[config.mk]
export PLATFORM = sky130hd
export DESIGN_NAME = ot_sender
export DESIGN_NICKNAME = d
export VERILOG_FILES = /design/src/rtl/ot_pkg.sv /design/src/rtl/sender_mod_exp.sv /design/src/rtl/ot_sender.sv
export SDC_FILE = /design/constraint.sdc
export NUM_CORES = 2
export LEC_CHECK = 0
export BUFFER_PORTS_ARGS = -buffer_cell sky130_fd_sc_hd__buf_2
export CORE_AREA = 4 4 369 516
export CTS_CLUSTER_SIZE = 10
export DETAILED_ROUTE_END_ITERATION = 12
export DIE_AREA = 0 0 373 520
export MAX_ROUTING_LAYER = met4
export PLACE_DENSITY = 0.43
export RECOVER_POWER = 50
export SLEW_MARGIN = 20
export SYNTH_ARGS = -nofsm -noshare
export SYNTH_HDL_FRONTEND = slang
export SYNTH_SLANG_ARGS = --single-unit
[constraint.sdc]
create_clock -name clk -period 17.75 [get_ports clk]
set_input_delay 2.6625 -clock clk [delete_from_list [all_inputs] [get_ports clk]]
set_output_delay 2.6625 -clock clk [all_outputs]
set_load 0.02 [all_outputs]
[src/rtl/ot_pkg.sv]
// Shared definitions for the OT sender: word geometry, FSM encodings and the
// link byte order that sender and receiver must agree on.
package ot_pkg;
  localparam int unsigned WORD_W    = 32;
  localparam int unsigned BYTES     = WORD_W / 8;
  localparam int unsigned PUB_WORDS = 4;
  localparam int unsigned MSG_WORDS = 2;
  localparam bit          LSB_FIRST = 1'b1;

  typedef enum logic [2:0] {IDLE, TX_PUB, RX_V, EXP0, EXP1, ADD, TX_MSG, DONE} state_t;
  typedef enum logic [2:0] {M_IDLE, M_CHECK, M_MUL, M_UPDATE, M_END} exp_state_t;

  // Bit-lane of the idx-th byte on the link within a word of nbytes bytes.
  function automatic int unsigned byte_lane(input int unsigned idx, input int unsigned nbytes);
    return LSB_FIRST ? idx : nbytes - 1 - idx;
  endfunction
endpackage

[src/rtl/sender_mod_exp.sv]
// Modular exponentiation res = base^d mod n, right-to-left square-and-multiply.
// Both products of one exponent bit (r*b and b*b) share a single shift-add pass over b.
module sender_mod_exp #(
  parameter int unsigned WORD_W = ot_pkg::WORD_W
) (
  input  logic              clk,
  input  logic              reset,
  input  logic [WORD_W-1:0] base,
  input  logic [WORD_W-1:0] d,
  input  logic [WORD_W-1:0] n,
  input  logic              gen,
  output logic [WORD_W-1:0] res,
  output logic              gen_end
);
  import ot_pkg::*;

  localparam int unsigned CNT_W = $clog2(WORD_W);

  exp_state_t        mst;
  logic [WORD_W-1:0] r, b, e, nn, mult, acc_r, acc_b;
  logic [CNT_W-1:0]  cnt;

  // One interleaved step: acc = (2*acc + sel*a) mod m, assuming acc, a < m.
  function automatic logic [WORD_W-1:0] mul_step(input logic [WORD_W-1:0] acc, a,
                                                 input logic sel,
                                                 input logic [WORD_W-1:0] m);
    logic [WORD_W:0] t;
    t = {acc, 1'b0};
    if (t >= {1'b0, m}) t = t - {1'b0, m};
    if (sel) begin
      t = t + {1'b0, a};
      if (t >= {1'b0, m}) t = t - {1'b0, m};
    end
    return t[WORD_W-1:0];
  endfunction

  always_ff @(posedge clk) begin
    if (reset) begin
      mst     <= M_IDLE;
      gen_end <= 1'b0;
    end else begin
      case (mst)
        M_IDLE: if (gen) begin
          r   <= WORD_W'(1);
          b   <= base;
          e   <= d;
          nn  <= n;
          mst <= M_CHECK;
        end
        M_CHECK: begin
          // Stops as soon as no set exponent bits remain, so d=0 yields 1.
          if (e == '0) begin
            gen_end <= 1'b1;
            mst     <= M_END;
          end else begin
            acc_r <= '0;
            acc_b <= '0;
            mult  <= b;
            cnt   <= '0;
            mst   <= M_MUL;
          end
        end
        M_MUL: begin
          acc_r <= mul_step(acc_r, r, mult[WORD_W-1], nn);
          acc_b <= mul_step(acc_b, b, mult[WORD_W-1], nn);
          mult  <= mult << 1;
          cnt   <= cnt + 1'b1;
          if (cnt == CNT_W'(WORD_W - 1)) mst <= M_UPDATE;
        end
        M_UPDATE: begin
          if (e[0]) r <= acc_r;
          b   <= acc_b;
          e   <= e >> 1;
          mst <= M_CHECK;
        end
        default: if (!gen) begin
          gen_end <= 1'b0;
          mst     <= M_IDLE;
        end
      endcase
    end
  end

  assign res = r;
endmodule

[src/rtl/ot_sender.sv]
// Sender side of 1-out-of-2 oblivious transfer: publishes N, e, x0, x1, takes the
// blinded v, and returns (m0 + (v-x0)^d) mod N and (m1 + (v-x1)^d) mod N.
module ot_sender #(
  parameter int unsigned WORD_W = ot_pkg::WORD_W,
  parameter int unsigned BYTES  = WORD_W / 8
) (
  input  logic              clk,
  input  logic              reset,
  input  logic              start,
  input  logic [WORD_W-1:0] n_key,
  input  logic [WORD_W-1:0] e_key,
  input  logic [WORD_W-1:0] d_key,
  input  logic [WORD_W-1:0] x0_in,
  input  logic [WORD_W-1:0] x1_in,
  input  logic [WORD_W-1:0] m0_in,
  input  logic [WORD_W-1:0] m1_in,
  output logic              tx_valid,
  input  logic              tx_ready,
  output logic [7:0]        tx_data,
  input  logic              rx_valid,
  output logic              rx_ready,
  input  logic [7:0]        rx_data,
  output logic              busy,
  output logic              done
);
  import ot_pkg::*;

  localparam int unsigned LANE_W = $clog2(BYTES);
  localparam int unsigned WSEL_W = $clog2(PUB_WORDS);

  state_t            state;
  logic [WORD_W-1:0] n_r, e_r, d_r, x0_r, x1_r, m0_r, m1_r, v_r;
  logic [WORD_W-1:0] base_r, k0_r, k1_r, mp0_r, mp1_r;
  logic [LANE_W-1:0] lane, lane_nxt;
  logic [WSEL_W-1:0] word, word_nxt;
  logic              last_lane, gen, exp_end;
  logic [WORD_W-1:0] pub_word, msg_word, exp_base, exp_res, sum0, sum1;

  function automatic logic [7:0] pick(input logic [WORD_W-1:0] w, input logic [LANE_W-1:0] l);
    return w[8*byte_lane(32'(l), BYTES) +: 8];
  endfunction

  function automatic logic [WORD_W-1:0] mod_add(input logic [WORD_W-1:0] a, b, m);
    logic [WORD_W:0] s;
    s = {1'b0, a} + {1'b0, b};
    if (s >= {1'b0, m}) s = s - {1'b0, m};
    return s[WORD_W-1:0];
  endfunction

  // Borrow out of the 33-bit difference means a < b, so wrap by adding m.
  function automatic logic [WORD_W-1:0] mod_sub(input logic [WORD_W-1:0] a, b, m);
    logic [WORD_W:0] s;
    s = {1'b0, a} - {1'b0, b};
    if (s[WORD_W]) s = s + {1'b0, m};
    return s[WORD_W-1:0];
  endfunction

  always_comb begin
    last_lane = (lane == LANE_W'(BYTES - 1));
    lane_nxt  = last_lane ? '0 : lane + 1'b1;
    word_nxt  = last_lane ? word + 1'b1 : word;
    case (word_nxt)
      WSEL_W'(0): pub_word = n_r;
      WSEL_W'(1): pub_word = e_r;
      WSEL_W'(2): pub_word = x0_r;
      default:    pub_word = x1_r;
    endcase
    msg_word = (word_nxt == '0) ? mp0_r : mp1_r;
    exp_base = mod_sub(v_r, (state == EXP1) ? x1_r : x0_r, n_r);
    sum0     = mod_add(m0_r, k0_r, n_r);
    sum1     = mod_add(m1_r, k1_r, n_r);
  end

  sender_mod_exp #(.WORD_W(WORD_W)) u_exp (
    .clk     (clk),
    .reset   (reset),
    .base    (base_r),
    .d       (d_r),
    .n       (n_r),
    .gen     (gen),
    .res     (exp_res),
    .gen_end (exp_end)
  );

  always_ff @(posedge clk) begin
    if (reset) begin
      state    <= IDLE;
      tx_valid <= 1'b0;
      tx_data  <= '0;
      rx_ready <= 1'b0;
      busy     <= 1'b0;
      done     <= 1'b0;
      gen      <= 1'b0;
      lane     <= '0;
      word     <= '0;
    end else begin
      case (state)
        IDLE: if (start) begin
          n_r  <= n_key;  e_r  <= e_key;  d_r  <= d_key;
          x0_r <= x0_in;  x1_r <= x1_in;
          m0_r <= m0_in;  m1_r <= m1_in;
          busy     <= 1'b1;
          tx_valid <= 1'b1;
          tx_data  <= pick(n_key, '0);
          lane     <= '0;
          word     <= '0;
          state    <= TX_PUB;
        end
        TX_PUB: if (tx_valid && tx_ready) begin
          if (last_lane && word == WSEL_W'(PUB_WORDS - 1)) begin
            tx_valid <= 1'b0;
            rx_ready <= 1'b1;
            lane     <= '0;
            word     <= '0;
            state    <= RX_V;
          end else begin
            lane    <= lane_nxt;
            word    <= word_nxt;
            tx_data <= pick(pub_word, lane_nxt);
          end
        end
        RX_V: if (rx_valid) begin
          v_r[8*byte_lane(32'(lane), BYTES) +: 8] <= rx_data;
          lane <= lane_nxt;
          if (last_lane) begin
            rx_ready <= 1'b0;
            state    <= EXP0;
          end
        end
        EXP0, EXP1: begin
          // gen is low on entry to each exponent state, which launches the engine once.
          if (!gen) begin
            base_r <= exp_base;
            gen    <= 1'b1;
          end else if (exp_end) begin
            gen <= 1'b0;
            if (state == EXP0) begin
              k0_r  <= exp_res;
              state <= EXP1;
            end else begin
              k1_r  <= exp_res;
              state <= ADD;
            end
          end
        end
        ADD: begin
          mp0_r    <= sum0;
          mp1_r    <= sum1;
          tx_valid <= 1'b1;
          tx_data  <= pick(sum0, '0);
          lane     <= '0;
          word     <= '0;
          state    <= TX_MSG;
        end
        TX_MSG: if (tx_valid && tx_ready) begin
          if (last_lane && word == WSEL_W'(MSG_WORDS - 1)) begin
            tx_valid <= 1'b0;
            busy     <= 1'b0;
            done     <= 1'b1;
            state    <= DONE;
          end else begin
            lane    <= lane_nxt;
            word    <= word_nxt;
            tx_data <= pick(msg_word, lane_nxt);
          end
        end
        default: ;
      endcase
    end
  end
endmodule

==> Word level (Yosys, flattened, before mapping) <==
Cells that the tools add are included.
{ "op_classes": {"add_sub_neg": 16, "n_lt_le_gt_ge": 6, "n_eq_ne": 33, "shifts": 4, "n_mux": 84, "bitwise": 4, "n_reduce_logical": 36} }
{ "op_table": {"columns": ["op", "n"], "rows": [
  ["$mux W32", 15],
  ["$pmux W32 S2", 6],
  ["$ge A33 B32 Y1", 6],
  ["$mux W33", 6],
  ["$sub A32 B32 Y32", 4],
  ["$pmux W32 S3", 1],
  ["$add A32 B32 Y33", 2],
  ["$add A33 B32 Y33", 2],
  ["$sub A33 B32 Y33", 2],
  ["$shiftx A32 B6 Y8", 2],
  ["$mux W8", 5],
  ["$mux W3", 13],
  ["$neg A5 Y34", 1],
  ["$shift A8 B34 Y32 const A", 1],
  ["$shiftx A8 B34 Y32", 1],
  ["$sub A32 B32 Y33", 1],
  ["$add A32 B32 Y32", 1],
  ["$bwmux W32", 1],
  ["$logic_not A32 Y1", 1],
  ["$pmux W8 S4", 1],
  ["$reduce_and A3 Y1", 9],
  ["$mux W2", 12],
  ["$ne A2 B2 Y1 const B", 12],
  ["$reduce_and A5 Y1", 4],
  ["other kinds (33)", 74]
]} }
{ "totals": {"regBits": 669, "out_inout_bits": 12} }

==> Logic depth before layout (Yosys ltp) <==
{ "logic_depth": {"word_depth": 9, "ltp_mapped": 37, "depth_no_buf": 33} }

==> Modules after synthesis <==
From an unflattened synthesis, not the netlist that was laid out.
{ "unflattened": {"cells_unflattened": 4521, "area_unflattened_um2": 46756.1} }
{ "modules_own_cells": {"columns": ["module", "n_inst", "cells_per_inst", "area_each_um2", "seq_area_each_um2"], "rows": [
  ["ot_sender", 1, 2268, 26326.5, 12892.4],
  ["sender_mod_exp", 1, 2253, 20429.6, 6956.7]
]} }

==> Least setup slack after synthesis <==
No wires, ideal clock.
{ "synth_timing": {"path_kind": "input-to-reg", "start": "input reset", "end": "register d_r[0] (enable)", "arrival_ps": 18262, "slack_ps": -1594, "cell_stages": 3, "path_buffers": 2, "path_cell_list": "clkbuf_1 > clkbuf_1 > nor3_1"} }
{ "synth_via": {"elab_chain_len": 2} }
{ "synth_rtl": {"columns": ["item", "line_no", "rtl"], "rows": [
  ["from (decl)", "ot_sender.sv:8", "input logic reset,"],
  ["$not A1 Y1 (no source line)", null, null],
  ["$reduce_and A3 Y1 (no source line)", null, null],
  ["to (signal assigned)", "ot_sender.sv:99", "n_r <= n_key; e_r <= e_key; d_r <= d_key;"],
  ["to (decl)", "ot_sender.sv:32", "logic [WORD_W-1:0] n_r, e_r, d_r, x0_r, x1_r, m0_r, m1_r, v_r;"]
]} }
Every way passes these cells.
A chain may end at the register's enable or synchronous reset.

==> Worst setup path in the final report <==
{ "layout_timing": {"start": "register u_exp.nn[1]", "end": "register u_exp.acc_b[29], data pin"} }
{ "layout_via": {"elab_chain_len": 9, "word_cells_on_any_way": 11, "cone_classes": "3 x add/sub; 2 x order compare; 6 x mux"} }
{ "layout_rtl": {"columns": ["item", "line_no", "rtl"], "rows": [
  ["from (decl)", "sender_mod_exp.sv:20", "logic [WORD_W-1:0] r, b, e, nn, mult, acc_r, acc_b;"],
  ["from (signal assigned)", "sender_mod_exp.sv:47", "nn <= n;"],
  ["$sub A33 B32 Y33 or $ge A33 B32 Y1 (tied branches)", "sender_mod_exp.sv:29", "if (t >= {1'b0, m}) t = t - {1'b0, m};"],
  ["$mux W33", "sender_mod_exp.sv:29", null],
  ["$mux W33", "sender_mod_exp.sv:42", "case (mst)"],
  ["$mux W33", "sender_mod_exp.sv:38", "if (reset) begin"],
  ["$add A33 B32 Y33", "sender_mod_exp.sv:31", "t = t + {1'b0, a};"],
  ["$sub A32 B32 Y32 or $ge A33 B32 Y1 (tied branches)", "sender_mod_exp.sv:32", "if (t >= {1'b0, m}) t = t - {1'b0, m};"],
  ["$mux W32", "sender_mod_exp.sv:32", null],
  ["$mux W32 *", "sender_mod_exp.sv:30", "if (sel) begin"],
  ["$pmux W32 S2 *", "sender_mod_exp.sv:42", null],
  ["to (signal assigned)", "sender_mod_exp.sv:65", "acc_b <= mul_step(acc_b, b, mult[WORD_W-1], nn);"],
  ["to (decl)", "sender_mod_exp.sv:20", null]
]} }
Mark *: on every way between the ends. The rest lies on a longest branch, timed or not. The select of a mux whose other input is x is not followed.

==> results.json <==
{
  "status": "finished with violations",
  "violations": "capacitance limit, slew limit",
  "cellPowerDensity_nw_per_um2": 114,
  "cts.path.max_buffers": 3,
  "tns_ns": 0,
  "synth-seq-cells": 669,
  "tritoncts": "built",
  "cp-start-kind": "flop",
  "vdd_drop_max_mv": 0.0698,
  "synthCells": 4450,
  "numCtsBuffers": 84,
  "netlist_area_um2": 46200,
  "cts_hold_buf": 0,
  "hold_viol_final": 0,
  "crit_type": "flop to flop",
  "post_cts_resized": 0,
  "grt_pass1_wl_mm": 254,
  "synth_top_area_share_pct": 42.0,
  "reg2reg_depth": 32,
  "grt_max_degree": 102,
  "die_w_um": 373,
  "tightestPinTransition_ns": 7.14,
  "globalplace.congestion": 0.911,
  "total_power_w": 0.00605,
  "synth_fp_nets": 5092,
  "grt_use_total_pct": 18.3,
  "cp_slowest_cell": "and3_2",
  "port_buffers": 248,
  "ys_top_cells_by_area": "edfxtp_1 42%, ha_1 11%, a21oi_1 4.1%, xnor2_1 4.0%, nand2_1 3.3%",
  "max_freq_mhz": 102,
  "final_layout_size_suffix_gt1_share_pct": 11.5,
  "postLayoutSetupSlackWorst_ns": 7.95,
  "ys_warn_count": 0,
  "cts.reportedPaths.clkPinSlew_ns": 0.06,
  "path_buf_inv": 3,
  "drt-initial-drc-count": 2349,
  "synth_edf_count": 645,
  "crit_start": "u_exp.nn[1]$_DFFE_PP_",
  "leakage_nw": 20.3,
  "nets": 5357,
  "cts.sinks": 669,
  "worstPathRequired_ns": 18.19,
  "clk_latency_ns": 0.72,
  "period_minus_slack_ns": 9.80,
  "ys_seq_area_share_pct": 43.0,
  "ys_async_sr_fraction_pct": 0,
  "vias": 36537,
  "vias_per_cell": 5.05,
  "io_pins": 249,
  "synth_top_cell_by_area": "edfxtp_1",
  "reg2reg_to": "u_exp.acc_b[29]$_SDFFCE_PN0P_",
  "cp_max_fo": 40,
  "slew_headroom_pct": -376,
  "wl_per_cell_um": 24.7,
  "fin_crit_sh_pct": 55.2,
  "cp-endpoint": "u_exp.acc_b[29]$_SDFFCE_PN0P_",
  "cts-root-buf": "clkbuf_16",
  "hold_path_class": "flop to flop",
  "remaining_drc_errors": 0,
  "critPathArrivalTime_ns": 10.24,
  "whs_ns": 0.446,
  "core_um2": 186000,
  "r2r_slack_ns": 7.95,
  "drtAntennaViolNets": 0,
  "netlist_top_cells_count": "645 x edfxtp_1, 408 x nand2_1, 393 x ha_1",
  "area_growth_pct": 14.7,
  "dp_slack_ns": 7.88,
  "slowest_delay_ns": 0.81,
  "end_kind": "flop",
  "dieArea_um2": 194000,
  "synth_cell_type_count": 93,
  "drv_cap": 14,
  "rr_startpoint": "u_exp.nn[1]$_DFFE_PP_",
  "start_util_pct": 24.9,
  "first_pass_iters": 6,
  "setup_violations": 0,
  "rows": 187,
  "grt-ovfl-total": 0,
  "postCtsSetupBuffers": 0,
  "critical_path.top_delay_family": "compound AO/OA/AOI/OAI gates",
  "synth.most_common_cell": "edfxtp_1",
  "rsz0062_at_grt": "false",
  "yosys_most_used_dff": "edfxtp_1",
  "grt_pass1_vias": 36776,
  "skew_ns": 0.0397,
  "maxSlewViolCount": 549,
  "routed_wl_mm": 179,
  "fp.dieH_um": 520,
  "ctsHtreeMaxLevel": 3,
  "cp.depth": 32,
  "grt_antenna_before_repair": 16,
  "dpl.hpwl_mm": 140,
  "synth.avg_cell_area_um2": 10.4
}
per-layer routing:
metal  vias up  wire [um]  share of wire, %  GRT usage [%]
met5         -          0                 0              -
met2       947      90500                51           32.5
met4         0       9860               5.5           8.30
met1     17966      71200                40           20.8
li1      17348          -                 -              -
met3       276       7230               4.0           1.78
cell type report:
| type | instances | area [um2] |
|---|---|---|
| antenna | 15 | 37.5 |
| clock buffer | 105 | 2200 |
| clock inverter | 30 | 292 |
| fill | 19446 | 133000 |
| inverter | 192 | 721 |
| multi-input combinational | 3463 | 25200 |
| sequential | 669 | 19800 |
| tap | 2457 | 3070 |
| timing repair buffer | 305 | 1530 |
worst register-to-register path: cells and delay by family, from the launching register on:
kind | cells | cell delay (ns)
AOI/OAI and AO/OA | 19 | 5.03
and+or+nand+nor | 7 | 2.20
adders and majority gates | 3 | 1.07
buffers and inverters | 3 | 0.86
DFF | 1 | 0.35
report_power, final:
group / leakage [nW] / switching, W / internal [W]
Clock: 1.21 / 0.000721 / 0.000917
Combinational: 13.0 / 0.00151 / 0.000907
Sequential: 6.11 / 0.0000872 / 0.00191
how the worst min path moves through the flow:
stage | depth (start not counted) | end | slack, ns | start
after global placement | 2 | done$_SDFFE_PP0P_ | 0.44 | done$_SDFFE_PP0P_
after global routing | 2 | done$_SDFFE_PP0P_ | 0.49 | done$_SDFFE_PP0P_
after CTS | 2 | done$_SDFFE_PP0P_ | 0.45 | done$_SDFFE_PP0P_
after floorplan | 0 | u_exp.nn[31]$_DFFE_PP_ | 0.44 | n_r[31]$_DFFE_PP_
final | 2 | done$_SDFFE_PP0P_ | 0.45 | done$_SDFFE_PP0P_
after detailed placement | 2 | done$_SDFFE_PP0P_ | 0.44 | done$_SDFFE_PP0P_
layout by cell type (no fill, tap or decap), types with 125 or more instances in the layout:
master	n
a21oi_1	378
nor2_1	268
ha_1	393
o21ai_0	251
edfxtp_1	645
xnor2_1	212
a21o_1	175
buf_2	212
nand3_1	125
inv_1	191
nand2_1	408
kinds of logic after synthesis:
group / Yosys count / share of synthesized area, %
AOI/OAI and AO/OA: 1271 / 17.8
xor gates and xnor gates: 319 / 6.05
adders and majority gates: 405 / 11.2
buffers and inverters: 318 / 2.66
DFF: 669 / 43.0
muxes: 215 / 6.37
and+or+nand+nor: 1253 / 13.0
through the flow:
stage / std cells / cell area [um2] / utilization (%)
2_1_floorplan: 4450 / 46200 / -
3_3_place_gp: 7085 / 50600 / 27.3
3_5_place_dp: 7086 / 50600 / 27.3
4_1_cts: 7221 / 53100 / 28.6
5_1_grt: 7228 / 52900 / 28.5
6_report: 7236 / 52900 / 28.5
Power figures use the tool's default switching activity.
